===== src/rtl/audiodac_sdm_if.sv =====
// FIFO read-side handshake between the audio FIFO (master) and the delta-sigma DAC (slave).
interface audiodac_sdm_if #(
  parameter int WIDTH = 16
);
  logic [WIDTH-1:0] fifo_outdata;
  logic             fifo_empty;
  logic             fifo_outdata_rd;

  modport master (output fifo_outdata, fifo_empty, input fifo_outdata_rd);
  modport slave  (input fifo_outdata, fifo_empty, output fifo_outdata_rd);
endinterface


===== src/rtl/audiodac_sdm.sv =====
// 1st/2nd-order error-feedback delta-sigma DAC modulator fed from the audio FIFO.
// Define AUDIODAC_SDM_INTERP_EN for linear interpolation between samples (default: zero-order hold).
module audiodac_sdm #(
  parameter int WIDTH        = 16,
  parameter int OSR_LOG2_MAX = 8
) (
  input  logic                 clk_i,
  input  logic                 rst_i,
  input  logic                 enable_i,
  input  logic                 mode_i,
  input  logic [1:0]           osr_i,
  input  logic [3:0]           volume_i,
  audiodac_sdm_if.slave        fifo,
  output logic                 ds_o,
  output logic                 ds_n_o,
  output logic                 underrun_o
);
  localparam int IW = WIDTH + 3;
  localparam int VW = WIDTH + 5;
  localparam int CW = OSR_LOG2_MAX;
  localparam logic signed [IW-1:0] FS   = IW'(2**(WIDTH-1));
  localparam logic signed [VW-1:0] VMAX = VW'(4*(2**(WIDTH-1)) - 1);

  logic [CW-1:0]          cnt_q, cnt_d, cnt_last;
  logic [1:0]             osr_q, osr_d;
  logic signed [WIDTH-1:0] sample_q, sample_d, new_s, base;
  logic signed [IW-1:0]   e1_q, e1_d, e2_q, e2_d, xb, x, v, q, e;
  logic signed [VW-1:0]   xe, e1e, e2e, vf, vs;
  logic                   ds_q, ds_d, dsn_q, dsn_d, und_q, und_d;
  logic                   fetch, rd, vpos;
  logic [3:0]             lq;

  assign lq       = 4'd5 + {2'b00, osr_q};
  assign cnt_last = CW'((32'd1 << lq) - 32'd1);
  assign fetch    = enable_i & (cnt_q == '0);
  // Gated by rst_i so the FIFO never sees a read on a cycle that is being reset away.
  assign rd       = fetch & ~fifo.fifo_empty & ~rst_i;
  assign fifo.fifo_outdata_rd = rd;
  assign new_s    = {~fifo.fifo_outdata[WIDTH-1], fifo.fifo_outdata[WIDTH-2:0]};

`ifdef AUDIODAC_SDM_INTERP_EN
  localparam int AW = WIDTH + OSR_LOG2_MAX;
  logic signed [AW-1:0]  acc_q, acc_d, acc_sh, sample_ext;
  logic signed [WIDTH:0] diff_q, diff_d;
  logic [3:0]            ln;
  logic                  unused_acc_hi;

  assign ln            = 4'd5 + {2'b00, osr_i};
  assign sample_ext    = {{(AW-WIDTH){sample_q[WIDTH-1]}}, sample_q};
  assign acc_sh        = acc_q >>> lq;
  assign base          = acc_sh[WIDTH-1:0];
  assign unused_acc_hi = ^acc_sh[AW-1:WIDTH];

  // acc reloads with the outgoing sample at every fetch, so rounding never accumulates.
  always_comb begin
    acc_d  = acc_q;
    diff_d = diff_q;
    if (!enable_i) begin
      acc_d  = '0;
      diff_d = '0;
    end else if (fetch) begin
      if (!fifo.fifo_empty) begin
        acc_d  = sample_ext <<< ln;
        diff_d = {new_s[WIDTH-1], new_s} - {sample_q[WIDTH-1], sample_q};
      end else begin
        acc_d  = sample_ext <<< lq;
        diff_d = '0;
      end
    end else begin
      acc_d = acc_q + {{(AW-WIDTH-1){diff_q[WIDTH]}}, diff_q};
    end
  end

  always_ff @(posedge clk_i) begin
    if (rst_i) begin
      acc_q  <= '0;
      diff_q <= '0;
    end else begin
      acc_q  <= acc_d;
      diff_q <= diff_d;
    end
  end
`else
  assign base = sample_q;
`endif

  assign xb  = {{3{base[WIDTH-1]}}, base};
  assign x   = xb >>> volume_i;
  assign xe  = {{2{x[IW-1]}}, x};
  assign e1e = {{2{e1_q[IW-1]}}, e1_q};
  assign e2e = {{2{e2_q[IW-1]}}, e2_q};
  assign vf  = mode_i ? (xe - (e1e <<< 1) + e2e) : (xe - e1e);
  assign vs  = (vf > VMAX) ? VMAX : ((vf < -VMAX) ? -VMAX : vf);
  assign v   = vs[IW-1:0];
  assign vpos = ~v[IW-1];
  assign q   = vpos ? FS : -FS;
  assign e   = q - v;

  always_comb begin
    cnt_d    = cnt_q;
    osr_d    = osr_q;
    sample_d = sample_q;
    e1_d     = e1_q;
    e2_d     = e2_q;
    ds_d     = ds_q;
    dsn_d    = dsn_q;
    und_d    = und_q;
    if (fetch && fifo.fifo_empty) und_d = 1'b1;
    if (!enable_i) begin
      cnt_d    = '0;
      osr_d    = osr_i;
      sample_d = '0;
      e1_d     = '0;
      e2_d     = '0;
      ds_d     = 1'b0;
      dsn_d    = 1'b0;
    end else begin
      cnt_d = (cnt_q == cnt_last) ? '0 : cnt_q + CW'(1);
      if (rd) begin
        sample_d = new_s;
        osr_d    = osr_i;
      end
      e2_d  = e1_q;
      e1_d  = e;
      ds_d  = vpos;
      dsn_d = ~vpos;
    end
  end

  always_ff @(posedge clk_i) begin
    if (rst_i) begin
      cnt_q    <= '0;
      osr_q    <= osr_i;
      sample_q <= '0;
      e1_q     <= '0;
      e2_q     <= '0;
      ds_q     <= 1'b0;
      dsn_q    <= 1'b0;
      und_q    <= 1'b0;
    end else begin
      cnt_q    <= cnt_d;
      osr_q    <= osr_d;
      sample_q <= sample_d;
      e1_q     <= e1_d;
      e2_q     <= e2_d;
      ds_q     <= ds_d;
      dsn_q    <= dsn_d;
      und_q    <= und_d;
    end
  end

  assign ds_o       = ds_q;
  assign ds_n_o     = dsn_q;
  assign underrun_o = und_q;
endmodule


===== src/flat_wrapper.sv =====
// flat-port wrapper written by rule: the top's interface ports become plain ports
module audiodac_sdm_flat 
#(
  parameter int WIDTH        = 16,
  parameter int OSR_LOG2_MAX = 8
)
  (clk_i, rst_i, enable_i, mode_i, osr_i, volume_i, ds_o, ds_n_o, underrun_o, fifo_fifo_outdata, fifo_fifo_empty, fifo_fifo_outdata_rd);
  audiodac_sdm_if #(.WIDTH(WIDTH)) fifo_i ();
  input  logic clk_i;
  input  logic rst_i;
  input  logic enable_i;
  input  logic mode_i;
  input  logic [1:0] osr_i;
  input  logic [3:0] volume_i;
  output logic ds_o;
  output logic ds_n_o;
  output logic underrun_o;
  input wire logic [$bits(fifo_i.fifo_outdata)-1:0] fifo_fifo_outdata;
  input wire logic [$bits(fifo_i.fifo_empty)-1:0] fifo_fifo_empty;
  output wire logic [$bits(fifo_i.fifo_outdata_rd)-1:0] fifo_fifo_outdata_rd;
  assign fifo_i.fifo_outdata = fifo_fifo_outdata;
  assign fifo_i.fifo_empty = fifo_fifo_empty;
  assign fifo_fifo_outdata_rd = fifo_i.fifo_outdata_rd;
  audiodac_sdm #(.WIDTH(WIDTH), .OSR_LOG2_MAX(OSR_LOG2_MAX)) u_core (.clk_i(clk_i), .rst_i(rst_i), .enable_i(enable_i), .mode_i(mode_i), .osr_i(osr_i), .volume_i(volume_i), .fifo(fifo_i), .ds_o(ds_o), .ds_n_o(ds_n_o), .underrun_o(underrun_o));
endmodule

===== config.mk =====
export PLATFORM = sky130hd
export DESIGN_NAME = audiodac_sdm_flat
export DESIGN_NICKNAME = d
export VERILOG_FILES = /design/src/rtl/audiodac_sdm_if.sv /design/src/rtl/audiodac_sdm.sv /design/src/flat_wrapper.sv
export SDC_FILE = /design/constraint.sdc
export NUM_CORES = 1
export LEC_CHECK = 0
export BUFFER_PORTS_ARGS = -buffer_cell sky130_fd_sc_hd__buf_2
export CAP_MARGIN = 10
export CORE_MARGIN = 2
export CORE_UTILIZATION = 26
export DETAILED_ROUTE_END_ITERATION = 10
export GPL_ROUTABILITY_DRIVEN = 0
export GPL_TIMING_DRIVEN = 0
export PLACE_DENSITY_LB_ADDON = 0.05
export RECOVER_POWER = 25
export SYNTH_ARGS = -nofsm -noshare
export SYNTH_HDL_FRONTEND = slang
export SYNTH_SLANG_ARGS = --single-unit

===== constraint.sdc =====
create_clock -name clk_i -period 8.4 [get_ports clk_i]
set_input_delay 1.68 -clock clk_i [delete_from_list [all_inputs] [get_ports clk_i]]
set_output_delay 1.68 -clock clk_i [all_outputs]
set_load 0.02 [all_outputs]

Word-level counts from Yosys, hierarchy flattened

Index checks and enable logic that the tools add are counted.

Bitwise logic cells: 8
Multiplexer cells: 7
Magnitude comparators: 2
Add/subtract/negate cells: 7
Reduce and logical (&&, ||, !) cells: 4
Equal/unequal tests: 2
Shifts and indexed selects: 2
Div/mod/pow operators: 0
Multipliers: 0

Operator list:

| kind                                                                     | number |
|---|---|
| 19-bit 2-to-1 mux                                                        | 3 |
| 21-bit by 19-bit adder with 21-bit output                                | 1 |
| 21-bit by 18-bit > comparator with 1-bit output (second input constant)  | 1 |
| 21-bit by 18-bit < comparator with 1-bit output (second input constant)  | 1 |
| 21-bit 2-to-1 mux                                                        | 1 |
| 19-bit by 20-bit subtractor with 21-bit output                           | 1 |
| 19-bit by 19-bit subtractor with 20-bit output                           | 1 |
| 16-bit by 4-bit >>> shifter with 19-bit output                           | 1 |
| 19-bit subtractor                                                        | 1 |
| 8-bit by 1-bit adder with 8-bit output (second input constant)           | 1 |
| 8-bit == test                                                            | 1 |
| 8-bit logical NOT                                                        | 1 |
| 1-bit by 4-bit left shift with 8-bit output (first input constant)       | 1 |
| 8-bit by 1-bit subtractor with 8-bit output (second input constant)      | 1 |
| 2-bit 2-to-1 mux                                                         | 3 |
| 1-bit inverter                                                           | 5 |
| 3-bit by 2-bit adder with 4-bit output (first input constant)            | 1 |
| 1-bit AND                                                                | 3 |
| 3-bit by 2-bit inequality test with 1-bit output (second input constant) | 1 |
| 3-bit OR reduction                                                       | 1 |
| 2-bit OR reduction                                                       | 1 |
| 1-bit logical AND                                                        | 1 |

Memories: 0
Output and inout port bits: 4
Memory bits (writable): 0
Register bits: 67
Bits in read-only memories: 0
Bits of input ports: 27
Logic and storage cells: 40
Latch bits: 0

Longest topological paths before layout

Gate-level depths: netlist of run 1.

Depth in word-level cells: 9
Gate-level depth with buffers: 31
Mapped depth without buffers: 29

Worst setup path before layout of run 1

OpenSTA, ideal clock, no wires.

Path kind: input-to-reg
Start point: in volume_i[1]
End point: reg u_core.e1_q[14]
Arrival: 7.345 ns
Path slack: 0.932 ns
Setup time: 0.123 ns
Required time: 8.277 ns
Buffers on the path: 3
Stages on the path: 24
Cell sequence: clkbuf_1 > clkbuf_1 > mux2i_1 > mux2i_1 > nand2_1 > o21ai_0 > mux2i_1 > fa_1 > ha_1 > nand2b_1 > a21oi_1 > xnor2_1 > mux2i_1 > or4_4 > or3_4 > or4b_1 > o22ai_2 > clkbuf_1 > nor3_1 > ha_1 > inv_1 > nor3_1 > a311oi_1 > nor3_1

Cells in the longest elaborated chain, start to end: 8
Elaborated cells on any way between the ends: 10
Classes of those cells: add/sub: 4; order compare: 2; shift: 1; mux: 3

RTL lines:

| what                                               | line                | source |
|---|---|---|
| start: declaration                                 | flat_wrapper.sv:14  | `input logic [3:0] volume_i;` |
| 16-bit by 4-bit >>> shifter with 19-bit output (*) | audiodac_sdm.sv:88  | `assign x = xb >>> volume_i;` |
| 19-bit by 20-bit subtractor with 21-bit output     | audiodac_sdm.sv:92  | `assign vf = mode_i ? (xe - (e1e <<< 1) + e2e) : (xe - e1e);` |
| 21-bit by 19-bit adder with 21-bit output          | audiodac_sdm.sv:92  |  |
| 21-bit 2-to-1 mux (*)                              | audiodac_sdm.sv:92  |  |
| 21-bit by 18-bit < comparator with 1-bit output    | audiodac_sdm.sv:93  | `assign vs = (vf > VMAX) ? VMAX : ((vf < -VMAX) ? -VMAX : vf);` |
| 19-bit 2-to-1 mux                                  | audiodac_sdm.sv:93  |  |
| 19-bit 2-to-1 mux (*)                              | audiodac_sdm.sv:93  |  |
| 19-bit subtractor (*)                              | audiodac_sdm.sv:97  | `assign e = q - v;` |
| end signal: assignment                             | audiodac_sdm.sv:135 | `e1_q <= '0;` |
| end signal: assignment                             | audiodac_sdm.sv:144 | `e1_q <= e1_d;` |
| end: declaration                                   | audiodac_sdm.sv:27  | `logic signed [IW-1:0] e1_q, e1_d, e2_q, e2_d, xb, x, v, q, e;` |

Mark *: on every way between the ends. The rest lies on a longest branch, timed or not.
A chain may end at the register's enable or synchronous reset.

Final worst setup path of run 1

Start point: in volume_i[1]
End point: reg u_core.e1_q[18]

Cells in the longest elaborated chain, start to end: 9
Elaborated cells on any way between the ends: 11
Classes of those cells: add/sub: 4; order compare: 2; shift: 1; mux: 4

RTL lines:

| what                                               | line               | source |
|---|---|---|
| 16-bit by 4-bit >>> shifter with 19-bit output (*) | audiodac_sdm.sv:88 |  |
| 19-bit by 20-bit subtractor with 21-bit output     | audiodac_sdm.sv:92 |  |
| 21-bit by 19-bit adder with 21-bit output          | audiodac_sdm.sv:92 |  |
| 21-bit 2-to-1 mux (*)                              | audiodac_sdm.sv:92 |  |
| 21-bit by 18-bit < comparator with 1-bit output    | audiodac_sdm.sv:93 |  |
| 19-bit 2-to-1 mux                                  | audiodac_sdm.sv:93 |  |
| 19-bit 2-to-1 mux (*)                              | audiodac_sdm.sv:93 |  |
| 19-bit 2-to-1 mux                                  | audiodac_sdm.sv:96 | `assign q = vpos ? FS : -FS;` |
| 19-bit subtractor (*)                              | audiodac_sdm.sv:97 |  |

Marked as above.

==> results of run 1 <==
worst max-delay path, delay by kind of cell:
kind,cells,cell delay (ps)
AND/OR/NAND/NOR,7,1990
AO/OA/AOI/OAI,6,1120
adder cells (fa/ha/maj),3,1110
buffers and inverters,4,1030
multiplexers,4,920
XOR/XNOR,1,130
where the power goes:
part / internal [mW] / total, mW / switching [mW]
sequential: 0.371 / 0.419 / 0.0479
combinational: 0.848 / 2.33 / 1.48
clock: 0.248 / 0.412 / 0.164
layout by cell type, fill, tap and decap left out, types with 5 or more instances in the layout:
| master | count |
|---|---|
| a211oi_1 | 7 |
| a21o_1 | 20 |
| a21oi_1 | 78 |
| a22oi_1 | 5 |
| and2_1 | 8 |
| and3_1 | 6 |
| buf_2 | 26 |
| clkbuf_1 | 34 |
| clkbuf_16 | 10 |
| dfxtp_1 | 65 |
| fa_1 | 20 |
| ha_1 | 44 |
| inv_1 | 108 |
| mux2_2 | 8 |
| mux2i_1 | 21 |
| nand2_1 | 102 |
| nand2b_1 | 15 |
| nand3_1 | 15 |
| nand4_1 | 18 |
| nor2_1 | 93 |
| nor3_1 | 18 |
| nor4_1 | 6 |
| o211ai_1 | 9 |
| o21a_1 | 10 |
| o21ai_0 | 55 |
| o21ai_1 | 12 |
| xnor2_1 | 22 |
| xor2_1 | 16 |
stage by stage:
stage,worst slack [ps],hold WS [ps],instances
6_report,606,455,1277
5_1_grt,48.8,476,1277
4_1_cts,14.6,462,1276
3_5_place_dp,-667,452,1260
3_3_place_gp,-775,448,1260
2_1_floorplan,932,434,902
final timing paths:
kind / from / to / slack [ps] / cells past startpoint
setup / recovery: volume_i[1] / u_core.e1_q[18] / 610 / 25
hold / removal: u_core.base[1] / u_core.base[1] / 450 / 2
setup reg to reg: u_core.base[15] / u_core.e1_q[18] / 1300 / 27
hold reg to reg: u_core.base[1] / u_core.base[1] / 450 / 2
what timing repair did:
item,in CTS,in global routing
gates cloned,0,0
hold buffers,0,0
pin swaps,0,1
endpoints found under the setup margin,9,10
setup buffers,0,1
gates resized for setup,3,11
sequential cells by signal, indices dropped and copies added (netlist names):
name	flops
u_core.ds_o	1
u_core.osr_q	2
u_core.ds_n_o	1
u_core.cnt_q	8
u_core.underrun_o	1
u_core.base	16
u_core.e1_q	19
u_core.e2_q	19
metal layers:
layer | wire length [um] | part of all wire [%]
met3 | 623 | 2.8
met2 | 9200 | 42
met1 | 11800 | 53
met4 | 532 | 2.4
met5 | 0 | 0
cell type report:
| type | count | area (sq um) |
|---|---|---|
| inverter | 109 | 414 |
| tap | 330 | 413 |
| buffer | 38 | 169 |
| clock inverter | 6 | 62.6 |
| sequential | 67 | 1360 |
| clock buffer | 10 | 250 |
| multi-input combinational | 688 | 4670 |
| timing repair buffer | 29 | 154 |
| fill | 2820 | 17500 |
cell families after synthesis:
family,count (synthesis),share of synthesized area [%]
AO/OA/AOI/OAI,247,24.1
XOR/XNOR,38,5.06
adder cells (fa/ha/maj),64,14.4
buffers and inverters,147,8.80
flip-flops,67,20.7
multiplexers,31,4.87
AND/OR/NAND/NOR,308,22.1
==> flow_summary.ini, run 1 <==
[timing]
hold_viol_final = 0
fin_skew_ps = 7.85
slew_headroom_pct = 45.9
fin_crit_sh_pct = 92.8
min_period_ps = 7790
grt_setup_unrepaired = false
setup_tns_ps = 0
setup_viol = 0
worst_pin_slew_ps = 802
timing.fmax_mhz = 128
drv_slew = 0

[worst_setup_path]
crit_path_end_kind = flip-flop
critPathMaxFanout = 10
startpoint_type = input pin
required_ps = 8600
cp_data_arrival_time_ps = 7990
critPathSlowestCell = fa_1
path_class = in2reg
slowest_delay_ps = 530

[detailed_routing]
drt-total-wl_um = 22100
wl_per_cell_um = 17.3
via_per_inst = 4.87
first_iter_violations = 337
ant_nets = 0
firstDrtPassIters = 5
vias = 6222
drc = 0

[clock_network]
tritoncts = built
clk_latency_ps = 350
clockBufferDepth = 2
clock_sinks = 67
cts_buffers = 9
cts_max_level = 3
clock-root-buffer = clkbuf_16
clk_pin_slew_ps = 60

[min_path]
min_path_type = reg2reg

[finish]
syn_to_final_growth_pct = 13.8
drive_above_1_share_pct = 9.29
final_area_sq_um = 7490
diodes = 0
post-route-util_pct = 29.9
fin_nets = 1033

[logic_synthesis]
synth_common_cells = inv_1, nand2_1, nor2_1
synth-seq-cells = 67
synth_edf_count = 2
syn-instance-count = 902
synth.yosys.seq_area_share_pct = 20.7
netlist_area_sq_um = 6580
yosys-top-cells-area = dfxtp_1, ha_1, inv_1
synth_ff_type = dfxtp_1
synth_nets = 993
synth_top_area_share_pct = 19.8
yosysWarnings = 0
syn_avg_cell_area_sq_um = 7.30
synth_area_leader_cell = dfxtp_1
async_flop_share_pct = 0
netlist-cell-type-count = 75
post-synth-top-count-cell = inv_1

[power]
power.total_mw = 3.16
powerDensity_nw_per_um2 = 422
ir_worst_vdd_mv = 0.122
p_leak_nw = 3.19

[global_routing]
gr-max-usage-layer = met1
grt_pass1_wl_um = 35100
grt_use_met1_pct = 26.0
antenna_found_initial = 0
grtUsageMet2_pct = 25.8
grt_overflow = 0
first_global_vias = 6180
track_usage_pct = 17.4
grt.met3_usage_pct = 1.52
grt_max_degree = 13

[floorplanning]
row_count = 58
dieArea_sq_um = 26600
die-width_um = 163
die_h_um = 163
ios = 31
core_region_area_sq_um = 25000
start_util_pct = 26.3

[placement]
io_buffer_count = 28
dp_hpwl_um = 18300
place_area_sq_um = 7140

[job]
cap_violations = 0

[run_status]
status = completed
No activity file was read; power rests on OpenSTA's default activity.
==> run 2, diff against run 1 <==
--- a/config.mk
+++ b/config.mk
@@ -8,7 +8,7 @@
 export BUFFER_PORTS_ARGS = -buffer_cell sky130_fd_sc_hd__buf_2
 export CAP_MARGIN = 10
 export CORE_MARGIN = 2
-export CORE_UTILIZATION = 26
+export CORE_UTILIZATION = 25
 export DETAILED_ROUTE_END_ITERATION = 10
 export GPL_ROUTABILITY_DRIVEN = 0
 export GPL_TIMING_DRIVEN = 0
==> flow_summary.ini, run 2 (same netlist as run 1, synthesis figures left out) <==
[timing]
hold_viol_final = 0
timing.fmax_mhz = 126
worst_pin_slew_ps = 918
fin_skew_ps = 8.28
fin_crit_sh_pct = 94.7
setup_viol = 0
slew_headroom_pct = 38.2
min_period_ps = 7960
grt_setup_unrepaired = false
hold-worst-slack_ps = 473
drv_slew = 0

[worst_setup_path]
critPathSlowestCell = fa_1
required_ps = 8640
slowest_delay_ps = 530
worst_path_most_repeated_cell = mux2i_1
cp_data_arrival_time_ps = 8200
crit_chain = clkbuf_2 -> clkbuf_2 -> mux2i_1 -> mux2i_1 -> nand2_1 -> o21ai_0 -> mux2i_2 -> fa_1 -> ha_1 -> nand2b_1 -> a211oi_4 -> nor2_1 -> xor2_1 -> mux2i_1 -> or3_4 -> or4b_1 -> o22ai_2 -> inv_1 -> o21ai_0 -> ha_2 -> inv_1 -> nor3_1 -> a311oi_1 -> nor3_1
startpoint_type = input pin
crit_path_end_kind = flip-flop
critPathMaxFanout = 10
path_class = in2reg

[global_routing]
antenna_found_initial = 0
grt_overflow = 0
grt_pass1_wl_um = 35100
track_usage_pct = 16.4
first_global_vias = 6014
grt_max_degree = 13

[finish]
fin_nets = 1033
final_cell_mix = inv_1, nand2_1, nor2_1, a21oi_1, dfxtp_1
diodes = 0
final_area_sq_um = 7530
final_common_cell = inv_1
syn_to_final_growth_pct = 14.3
drive_above_1_share_pct = 9.40

[detailed_routing]
firstDrtPassIters = 5
wl_per_cell_um = 17.5
via_per_inst = 4.77
drt-total-wl_um = 22400
ant_nets = 0
vias = 6115
first_iter_violations = 389
drc = 0

[floorplanning]
dieArea_sq_um = 27600
die_h_um = 166
row_count = 59
ios = 31
core_region_area_sq_um = 26000
start_util_pct = 25.3
die-width_um = 166

[power]
ir_worst_vdd_mv = 0.163
p_leak_nw = 3.20
powerDensity_nw_per_um2 = 429
power.total_mw = 3.23

[placement]
place_area_sq_um = 7140
dp_hpwl_um = 18500
io_buffer_count = 28

[run_status]
status = completed

[clock_network]
clk_pin_slew_ps = 60
tritoncts = built
cts_buffers = 9
clockBufferDepth = 2
clock-root-buffer = clkbuf_16
clock_sinks = 67
clk_latency_ps = 350
cts_max_level = 3

[min_path]
min_path_type = reg2reg

[job]
cap_violations = 0
==> run 2: cell type report <==
type	count	area (sq um)
plain buffers	38	169
repair buffers	29	141
inverters	109	414
flip-flops and latches	67	1360
clock inverters	6	113
multi-input cells	688	4670
well taps	335	419
clock buffers	10	239
fillers	2930	18500
==> run 2: final timing paths <==
kind / cells past startpoint / slack [ps] / endpoint / startpoint
setup / recovery: 24 / 440 / u_core.e1_q[14] / volume_i[1]
setup reg to reg: 26 / 1130 / u_core.e1_q[14] / u_core.base[15]
hold reg to reg: 2 / 470 / u_core.base[0] / u_core.base[0]
hold / removal: 2 / 470 / u_core.base[0] / u_core.base[0]
==> run 2: timing repair <==
item                                    in CTS  in global routing
endpoints found under the setup margin      10                 10
setup buffers                                0                  1
gates resized for setup                      3                 11
pin swaps                                    0                  1
hold buffers                                 0                  0
==> run 2: power breakdown <==
group | internal [mW] | switching, mW | total [mW] | leakage, nW
sequential | 0.371 | 0.0463 | 0.417 | 0.550
clock | 0.299 | 0.162 | 0.460 | 0.173
combinational | 0.844 | 1.51 | 2.35 | 2.47
total | 1.51 | 1.71 | 3.23 | 3.20
==> run 2: per-stage QoR <==
| stage | setup WS, ps | TNS, ps | instances | util (%) |
|---|---|---|---|---|
| after floorplan | 932 | 0 | 902 | - |
| after global routing | 123 | 0 | 1282 | 29.0 |
| after detailed placement | -745 | -5750 | 1265 | 27.5 |
| after global placement | -838 | -6220 | 1265 | 27.5 |
| final | 444 | 0 | 1282 | 29.0 |
| after CTS | 34.6 | 0 | 1281 | 28.9 |
==> run 2: routing by layer <==
layer  vias up  part of all wire, %  GRT usage (%)
met5         -                    0              0
met4         0                  2.3           5.43
met3        19                  2.3           1.57
met2        83                   42           24.9
met1      2822                   53           24.2
li1       3191                    -              -
==> run 2: critical path: cells and delay by family <==
family	cells	cell delay [ps]
simple gates	7	1960
buf+inv	4	990
xor+xnor	1	330
fa+ha+maj	3	1070
mux	4	1010
compound gates	5	1130
==> run 3, diff against run 2 <==
--- a/config.mk
+++ b/config.mk
@@ -9,8 +9,8 @@
 export CAP_MARGIN = 10
 export CORE_MARGIN = 2
 export CORE_UTILIZATION = 25
+export CTS_BUF_LIST = sky130_fd_sc_hd__clkbuf_4 sky130_fd_sc_hd__clkbuf_8
 export DETAILED_ROUTE_END_ITERATION = 10
-export GPL_ROUTABILITY_DRIVEN = 0
 export GPL_TIMING_DRIVEN = 0
 export PLACE_DENSITY_LB_ADDON = 0.05
 export RECOVER_POWER = 25
==> flow_summary.ini, run 3 (same netlist as run 1, synthesis figures left out) <==
[timing]
fin_skew_ps = 10.7
setup_tns_ps = 0
worst_pin_slew_ps = 901
timing.fmax_mhz = 126
fin_crit_sh_pct = 94.6
min_period_ps = 7940
hold-worst-slack_ps = 474
fin_ws_ps = 457
drv_slew = 0
setup_viol = 0
slew_headroom_pct = 39.3
grt_setup_unrepaired = false
hold_viol_final = 0

[min_path]
hold_depth = 2
hold_end = u_core.base[0]
min_path_type = reg2reg
holdCritStartpoint = u_core.base[0]

[floorplanning]
die_h_um = 166
ios = 31
core_region_area_sq_um = 26000
die-width_um = 166
start_util_pct = 25.3
dieArea_sq_um = 27600
row_count = 59

[worst_setup_path]
required_ps = 8680
startpoint = volume_i[1]
r2r_slack_ps = 940
reg2reg_depth = 25
r2r-end = u_core.e1_q[14]
startpoint_type = input pin
timing.rr.start = u_core.base[15]
cp_data_arrival_time_ps = 8220
crit_path_end_kind = flip-flop
path_class = in2reg
critPathMaxFanout = 10

[placement]
pre_cts_slack_ps = -745
io_buffer_count = 28
gp_congestion = 0.823
dp_hpwl_um = 18500
placed_cells = 1265

[clock_network]
clock-root-buffer = clkbuf_8
clk_pin_slew_ps = 90
cts_buffers = 9
clock_sinks = 67
holdBufCountCts = 0
clockBufferDepth = 2
clk_latency_ps = 370
cts_max_level = 3
tritoncts = built

[power]
intPower_mw = 1.42
ir_worst_vdd_mv = 0.163
power_switching_mw = 1.69
combPwrFrac_pct = 75.2
switching_share_pct = 54.4
power_frac_clock_pct = 11.4
power.total_mw = 3.11
powerDensity_nw_per_um2 = 419
p_leak_nw = 3.15
p_seq_share_pct = 13.4

[global_routing]
track_usage_pct = 16.4
grt_max_degree = 13
grt_pass1_wl_um = 35100
grt_overflow = 0
antenna_found_initial = 0
first_global_vias = 6009

[detailed_routing]
wl_met2_um = 9470
via_per_inst = 4.75
wl_per_cell_um = 17.5
drc = 0
drt-total-wl_um = 22400
highest_layer = met4
ant_nets = 0
first_iter_violations = 394
vias = 6085
firstDrtPassIters = 4
wl_met3_um = 737
wl_met1_um = 11700

[finish]
final_common_cell = inv_1
diodes = 0
fin_nets = 1033
syn_to_final_growth_pct = 12.7
drive_above_1_share_pct = 9.19
num-fill-cells = 2940
final_cell_mix = inv_1, nand2_1, nor2_1, a21oi_1, dfxtp_1
instances_no_fill = 1282

[run_status]
status = completed

[job]
cap_violations = 0
## run 3: cell counts in the layout (fill, tap and decap cells not counted)
Identical to the previous run, type by type.
## run 3: layer usage
layer | vias to the layer above | global-route usage, %
met4 | 0 | 4.69
met2 | 86 | 24.9
li1 | 3191 | -
met5 | - | 0
met3 | 18 | 1.95
met1 | 2790 | 24.2
## run 3: critical path, stage by stage
cell and delay (ps):
clkbuf_2 190, clkbuf_2 270, a21oi_1 190, nor2_1 50, a21oi_1 310, nand2_1 80
o21ai_0 140, nand2_1 100, o21a_1 170, ha_1 220, fa_1 410, nand2b_1 190
a211oi_1 540, o21ai_0 230, xnor2_1 190, o32ai_2 550, o2111ai_1 210, or4b_1 510
o22ai_2 290, inv_1 270, o21ai_0 140, ha_1 370, inv_1 190, nor3_1 270
a311oi_1 130, nor3_1 300
## run 3: layout make-up
type | instances | area (sq um) | share of cell area [%]
multi-input cells | 688 | 4660 | 62.9
well taps | 335 | 419 | 5.65
repair buffers | 29 | 141 | 1.91
inverters | 109 | 414 | 5.58
plain buffers | 38 | 169 | 2.28
flip-flops and latches | 67 | 1360 | 18.4
clock inverters | 6 | 113 | 1.52
clock buffers | 10 | 138 | 1.86
## run 3: worst max path at each step
stage / depth (start not counted) / endpoint / slack [ps]
5_1_grt: 26 / u_core.e1_q[14] / 4
3_5_place_dp: 26 / u_core.e1_q[18] / -740
3_3_place_gp: 26 / u_core.e1_q[18] / -840
2_1_floorplan: 24 / u_core.e1_q[14] / 930
6_report: 26 / u_core.e1_q[14] / 460
4_1_cts: 25 / u_core.e1_q[18] / 70
## run 3: repair_timing
action                                  in CTS  in global routing
gates resized for setup                      3                  8
buffers inserted                             0                  1
pin swaps                                    0                  1
endpoints found under the setup margin      10                 10
hold endpoints to repair                     0                  0
## run 3: per-stage QoR
step | util (%) | cell area (sq um)
3_5_place_dp | 27.5 | 7140
4_1_cts | 28.5 | 7400
6_report | 28.5 | 7420
5_1_grt | 28.5 | 7420
2_1_floorplan | - | 6580
3_3_place_gp | 27.5 | 7140
## run 3: power by group through the flow
stage	logic (mW)	clock network (mW)	registers (mW)
global placement	2.33	0	0.426
floorplan	1.70	0	0.409
global route	2.63	0.381	0.424
CTS	2.33	0.368	0.418
finish	2.34	0.356	0.416
detailed placement	2.30	0	0.426
